--- src/rtl/instr_fetch_ctrl.sv ---
// Instruction fetch controller: owns the PC, drives the combinational instruction
// memory, and buffers fetched words in a small FIFO presented to decode over
// valid/ready. Handles redirect with flush, external halt and halt-on-HALT_WORD.
module instr_fetch_ctrl #(
   parameter logic [31:0] RESET_PC  = 32'h0000_0000,
   parameter int unsigned DEPTH     = 2,
   parameter logic [31:0] HALT_WORD = 32'hFC00_0000
) (
   input  logic        clk,
   input  logic        reset,
   input  logic        start,
   input  logic        halt_req,
   input  logic        redirect_valid,
   input  logic [31:0] redirect_pc,
   output logic [31:0] imem_addr,
   input  logic [31:0] imem_instr,
   output logic        dec_valid,
   input  logic        dec_ready,
   output logic [31:0] dec_instr,
   output logic [31:0] dec_pc,
   output logic [1:0]  state_o,
   output logic [31:0] fetch_cnt
);

   localparam int unsigned AW = (DEPTH > 1) ? $clog2(DEPTH) : 1;
   localparam int unsigned CW = AW + 1;
   localparam logic [CW-1:0] DepthC = CW'(DEPTH);

   typedef enum logic [1:0] {
      StIdle = 2'b00,
      StRun  = 2'b01,
      StHalt = 2'b10
   } state_e;

   state_e          state_q, state_d;
   logic [31:0]     pc_q, pc_d;
   logic [31:0]     fetch_cnt_q;
   logic [CW-1:0]   count_q;
   logic [AW-1:0]   wr_ptr_q, rd_ptr_q;
   logic [31:0]     q_instr [DEPTH];
   logic [31:0]     q_pc    [DEPTH];
   logic [31:0]     last_instr_q, last_pc_q;

   logic            pop, fetch, push, is_halt_word;

   // Handshake and fetch qualification
   always_comb begin
      dec_valid    = (count_q != '0);
      pop          = dec_valid && dec_ready;
      is_halt_word = (imem_instr == HALT_WORD);
      fetch        = (state_q == StRun) && !halt_req && !redirect_valid &&
                     ((count_q < DepthC) || pop);
      push         = fetch && !is_halt_word;
   end

   // Next-state and next-pc logic; redirect freezes the state
   always_comb begin
      state_d = state_q;
      pc_d    = pc_q;
      case (state_q)
         StIdle:  if (start) state_d = StRun;
         StRun:   if (halt_req || (fetch && is_halt_word)) state_d = StHalt;
         StHalt:  if (start) state_d = StRun;
         default: state_d = StIdle;
      endcase
      if (redirect_valid) begin
         state_d = state_q;
         pc_d    = {redirect_pc[31:2], 2'b00};
      end else if (push) begin
         pc_d = pc_q + 32'd4;
      end
   end

   // Control state, pointers and counters
   always_ff @(posedge clk) begin
      if (reset) begin
         state_q      <= StIdle;
         pc_q         <= RESET_PC;
         fetch_cnt_q  <= '0;
         count_q      <= '0;
         wr_ptr_q     <= '0;
         rd_ptr_q     <= '0;
         last_instr_q <= '0;
         last_pc_q    <= '0;
      end else begin
         state_q <= state_d;
         pc_q    <= pc_d;
         if (push) fetch_cnt_q <= fetch_cnt_q + 32'd1;
         // Remember the head so dec_* hold their value once the queue drains
         if (dec_valid) begin
            last_instr_q <= q_instr[rd_ptr_q];
            last_pc_q    <= q_pc[rd_ptr_q];
         end
         if (redirect_valid) begin
            count_q  <= '0;
            wr_ptr_q <= '0;
            rd_ptr_q <= '0;
         end else begin
            if (push) wr_ptr_q <= wr_ptr_q + AW'(1);
            if (pop)  rd_ptr_q <= rd_ptr_q + AW'(1);
            count_q <= count_q + CW'(push) - CW'(pop);
         end
      end
   end

   // Queue storage; contents are only observed through count_q so no reset needed
   always_ff @(posedge clk) begin
      if (push) begin
         q_instr[wr_ptr_q] <= imem_instr;
         q_pc[wr_ptr_q]    <= pc_q;
      end
   end

   // Output drive
   always_comb begin
      imem_addr = pc_q;
      state_o   = state_q;
      fetch_cnt = fetch_cnt_q;
      dec_instr = dec_valid ? q_instr[rd_ptr_q] : last_instr_q;
      dec_pc    = dec_valid ? q_pc[rd_ptr_q]    : last_pc_q;
   end

endmodule

--- config.mk ---
export PLATFORM = sky130hd
export DESIGN_NAME = instr_fetch_ctrl
export DESIGN_NICKNAME = d
export VERILOG_FILES = /design/src/rtl/instr_fetch_ctrl.sv
export SDC_FILE = /design/constraint.sdc
export NUM_CORES = 1
export LEC_CHECK = 0
export ABC_AREA = 1
export BUFFER_PORTS_ARGS = -buffer_cell sky130_fd_sc_hd__buf_2
export CAP_MARGIN = 10
export CORE_ASPECT_RATIO = 0.8
export CORE_UTILIZATION = 45
export CTS_CLUSTER_DIAMETER = 30
export DETAILED_ROUTE_END_ITERATION = 10
export PLACE_DENSITY = 0.68
export RECOVER_POWER = 25
export SETUP_SLACK_MARGIN = 0.4
export SYNTH_ARGS = -nofsm -noshare
export SYNTH_HDL_FRONTEND = slang
export SYNTH_SLANG_ARGS = --single-unit
--- constraint.sdc ---
create_clock -name clk -period 3.9 [get_ports clk]
set_input_delay 0.195 -clock clk [delete_from_list [all_inputs] [get_ports clk]]
set_output_delay 0.195 -clock clk [all_outputs]
set_load 0.05 [all_outputs]
Yosys cells after proc, flatten, opt, wreduce, memory -nomap -nowiden
Memory sizes are Yosys's and may differ from the RTL's. A register that Yosys moved wholly into a read port is not among the register bits.
Cells that the tools add are included.

word-level totals
  output and inout port bits = 131
  memory bits (read-only) = 0
  logic and storage cells = 54
  input port bits = 70
  RAM bits = 128
  memories kept = 2
  bits in latches = 0
  register bits = 134

cells by class
  shift operators = 0
  add/sub/neg operators = 6
  eq/ne operators = 5
  reductions and logical operators = 17
  $mul = 0
  bitwise logic cells = 1
  muxes and demuxes = 13
  div/mod/pow operators = 0
  $lt $le $gt $ge = 1

memory list
  name     depth  width  rd ports  clocked after Yosys merged registers in  write ports  RTL line  source
  q_instr  2      32     1         1                                        1            40        logic [31:0] q_instr [DEPTH];
  q_pc     2      32     1         1                                        1            41        logic [31:0] q_pc [DEPTH];

operator list
  cell                                                             number
  32-bit two-way mux                                               4
  32-bit by 1-bit adder with 32-bit output, second input constant  1
  32-bit by 3-bit adder with 32-bit output, second input constant  1
  32-bit == test, second input constant                            1
  1-bit logical AND                                                6
  1-bit two-way mux                                                6
  2-bit two-way mux                                                2
  2-bit by 1-bit != test with 1-bit output, second input constant  2
  2-bit case mux with 2 select lines                               1
  2-bit nonzero test                                               2
  2-bit OR reduction                                               2
  1-bit zero test                                                  3
  3-bit AND reduction                                              1
  1-bit adder, second input constant                               2
  2-bit by 1-bit adder with 2-bit output                           1
  2-bit by 1-bit == test with 1-bit output, second input constant  1
  2-bit == test, second input constant                             1
  2-bit zero test                                                  1
  1-bit logical OR                                                 2
  2-bit < comparator, second input constant                        1
  2-bit by 1-bit subtractor with 2-bit output                      1
  1-bit NOT                                                        1

Logic depth before layout (Yosys ltp)
  depth after elaboration = 8
  gate-level depth with buffers = 15
  depth with buffers taken out = 13

Least setup slack after synthesis
Ideal clock, no wire load.

  path type = reg-to-reg
  start = register state_q[0], in the netlist state_o[0]
  end = memory q_instr[0][0], enable pin
  arrival = 4.012 ns
  data required time = 3.417 ns
  buffers on the path = 2
  setup time = 0.483 ns
  period minus slack after synthesis = 4.495 ns
  cell stages (with the launch flop) = 9
  path slack = -0.595 ns
  path through = dfxtp_1 inv_2 nor3_2 nand3_1 inv_1 nand2_2 buf_6 buf_6 nor2_1

between the ends
  word-level cells in the longest chain between the ends = 7

ends and longest elaborated chain
  what                                      RTL line  source
  start, declared                           35        state_e state_q, state_d;
  start signal, assigned                    77        state_q <= StIdle;
  start signal, assigned                    86        state_q <= state_d;
  2-bit by 1-bit == test with 1-bit output  51        fetch = (state_q == StRun) && !halt_req && !redirect_valid &&
  1-bit logical AND (3 in a row)            51
  1-bit logical AND                         53        push = fetch && !is_halt_word;
  1-bit two-way mux                         108       if (push) begin
  1-bit two-way mux (implied by the code)   109       q_instr[wr_ptr_q] <= imem_instr;
  end, declared                             40

Every way passes these cells.

Final worst setup path
  start = register count_q[1]
  end = output port dec_pc[12]

between the ends
  word-level cells in the longest chain between the ends = 2

ends and longest elaborated chain
  what                    RTL line  source
  start, declared         38        logic [CW-1:0] count_q;
  start signal, assigned  101       count_q <= count_q + CW'(push) - CW'(pop);
  2-bit nonzero test      48        dec_valid = (count_q != '0);
  32-bit two-way mux      -
  end, declared           20        output logic [31:0] dec_pc,

Every way passes these cells.

==> flow_metrics.py <==
metrics = {
    "outcome": {
        "status": "finished, final reports clean",
    },
    "clock_network": {
        "cts_resized": 0,
        "clock_latency_ns": 0.55,
        "postCtsHoldBufs": 62,
        "clk_pin_slew_ns": 0.04,
        "cts_tree": "yes",
        "ctsRootBufferMaster": "clkbuf_16",
        "cts_sinks": 257,
        "cts.path.max_buffers": 3,
        "postCtsSetupBuffers": 0,
        "h-tree-depth": 2,
        "cts_buffers": 49,
    },
    "yosys": {
        "avgSynthCellArea_um2": 8.722,
        "synth_top_cell_by_area": "edfxtp_1",
        "synthesis.area_um2": 11240,
        "ys_ff_latch": 257,
        "ys_types": 35,
        "synthDominantCellAreaShare": 0.3312,
        "seq_area_frac_synth": 0.5681,
        "syn_inst": 1289,
        "synth_area_leaders": "edfxtp_1, dfxtp_1, nand2_1, a21oi_1, nor2_1",
        "yosysWarnings": 0,
    },
    "setup_path": {
        "worst_setup_path_end_kind": "output pin",
        "critical_path_class": "reg -> out",
        "startpoint_type": "flip-flop",
        "reg2reg_to": "count_q[1]",
        "crit_arrival_ns": 2.69,
        "timing.rr.start": "state_o[0]",
        "r2r_slack_ns": 1.50,
        "worstPathRequired_ns": 3.70,
        "worstRegToRegCells": 11,
        "worst-path-max-fanout": 36,
    },
    "die": {
        "die_w_um": 178.7,
        "initial_core_util": 0.4600,
        "ios": 201,
        "fp.dieH_um": 143.4,
        "core_um2": 24440,
        "die_area_um2": 25620,
        "rows": 51,
    },
    "final_layout": {
        "nets": 1624,
        "multi_input_area_um2": 4309,
        "drive_above_1_share": 0.1849,
        "fill_cells": 2135,
        "regArea_um2": 6387,
        "syn2layout_area_growth_pct": 31.13,
        "final_area_um2": 14740,
        "diodes": 0,
    },
    "sta": {
        "final.min_clock_period_ns": 2.887,
        "maxClockFrequency_mhz": 346.4,
        "maxSlewHeadroom": 0.4936,
        "finalHoldViolations": 0,
        "timing.final.crit_share": 0.7403,
        "maxSlewViolCount": 0,
        "finalSetupTns_ns": 0,
        "rsz0062_at_grt": "false",
        "fin_worst_skew_ns": 0.02523,
        "tightest_slew_ns": 0.7586,
        "finalSetupViolCount": 0,
    },
    "placement": {
        "dp_hpwl_mm": 19.05,
        "routabilityCongestion": 0.8777,
        "dpl_cell_area_um2": 12480,
        "numPortBuffers": 196,
    },
    "hold_path": {
        "holdPathEnd": "state_o[1]",
        "hold_class": "in -> reg",
        "hp-start": "start",
        "holdPathStages": 5,
    },
    "routing": {
        "via_count": 9720,
        "drt-pass1-iter-count": 5,
        "wl_mm": 30.78,
        "drtAntennaViolNets": 0,
        "drc": 0,
        "initialDrtViolationCount": 681,
        "viasPerCell": 5.094,
        "avgRoutedWirePerCell_um": 16.13,
    },
    "power": {
        "vdd_drop_max_mv": 0.3693,
        "power_density_nw_per_um2": 527.8,
        "p_leak_uw": 0.006220,
    },
    "grt": {
        "grtUsageTotal": 0.2397,
        "grt_pass1_vias": 9166,
        "grtUsageMet3": 0.04603,
        "grt_remaining_overflow": 0,
        "grt_max_degree": 63,
        "grt_use_met2": 0.3807,
        "use_met1": 0.3291,
        "grt_pass1_wl_mm": 47.64,
        "antenna_found_initial": 0,
        "grt.busiest_layer": "met2",
    },
    "job": {
        "maxCapViolations": 0,
    },
}
## through the flow
step | cells | power (uW) | setup slack, ns | util | hold slack [ns]
6_report | 1908 | 7780 | 1.013 | 0.6032 | 0.08882
5_1_grt | 1908 | 8033 | 0.8444 | 0.6032 | 0.09228
4_1_cts | 1908 | 7851 | 0.9398 | 0.6052 | 0.07072
3_5_place_dp | 1755 | 3549 | 1.332 | 0.5107 | 0.3997
3_3_place_gp | 1755 | 3541 | 1.324 | 0.5107 | 0.3968
2_1_floorplan | 1290 | 3375 | 0.4763 | - | 0.2939
## flip-flops by register name, summed over array words and instances, names as in the netlist, named ones only
register	flops
last_instr_q	32
wr_ptr_q	1
q_pc	60
q_instr	64
count_q	2
last_pc_q	32
imem_addr	30
fetch_cnt	32
state_o	2
rd_ptr_q	1
## power by group
part | internal, uW | switching (uW)
Sequential | 2890 | 61.3
Combinational | 175 | 418
Clock | 2820 | 1420
## final cells by class
| cell class | count | area share |
|---|---|---|
| clock buffer | 59 | 0.08920 |
| clock inverter | 32 | 0.02529 |
| inverter | 69 | 0.01757 |
| multi-input combinational | 903 | 0.2923 |
| sequential | 257 | 0.4333 |
| tap | 318 | 0.02699 |
| timing repair buffer | 270 | 0.1153 |
## cell usage after synthesis, drive strengths merged
library cell and instances:
a21boi 3, a21oi 164, a31oi 14, and2 64, and3 2, buf 29
clkbuf 32, conb 1, dfxtp 133, edfxtp 124, ha 4, inv 69
nand2 325, nand3 66, nand3b 12, nand4 6, nor2 177, nor3 14
nor3b 2, o21ai 8, o21bai 5, or2 2, xnor2 11, xor2 22
## layout by cell type, fill, tap and decap left out, drive strengths merged, types with 3 or more instances in the layout
cell type / instances
a21boi: 3
a21oi: 164
a31oi: 14
and2: 64
buf: 175
bufinv: 6
clkbuf: 92
clkinv: 14
clkinvlp: 6
dfxtp: 133
dlygate4sd3: 62
edfxtp: 124
ha: 4
inv: 75
nand2: 325
nand3: 66
nand3b: 12
nand4: 6
nor2: 177
nor3: 14
o21ai: 8
o21bai: 5
xnor2: 11
xor2: 22
## worst max-delay path, stage by stage (launching register included)
cell and delay [ns]:
dfxtp_1 0.36, nor2_1 0.10, inv_2 0.56, buf_4 0.51, nor2_1 0.10, a21oi_1 0.21
buf_2 0.31
## how the worst max path moves through the flow
| stage | start | end | slack [ns] | cells past startpoint |
|---|---|---|---|---|
| 5_1_grt | count_q[1] | dec_pc[10] | 0.84 | 6 |
| 6_report | count_q[1] | dec_pc[12] | 1.01 | 6 |
| 2_1_floorplan | state_o[0] | q_instr[0][0] | 0.48 | 8 |
| 3_5_place_dp | redirect_valid | count_q[1] | 1.33 | 11 |
| 3_3_place_gp | redirect_valid | count_q[1] | 1.32 | 11 |
| 4_1_cts | count_q[1] | dec_pc[12] | 0.94 | 6 |
## routing by layer
metal / share of wire / wire length, um
met4: 0.024 / 745
met1: 0.46 / 14100
met2: 0.45 / 13870
met3: 0.067 / 2068
met5: 0 / 0
## kinds of logic (layout without fill, tap and decap cells)
group           after synthesis  in the layout  synth area share
flops                       257            257            0.5681
simple gates                670            670            0.2611
buf+inv                     130            430           0.05031
fa+ha+maj                     4              4          0.004452
compound gates              194            194           0.09004
other cells                   1              2         0.0003336
xor+xnor                     33             33           0.02571
Note: power is estimated with default switching activity, not from simulation.
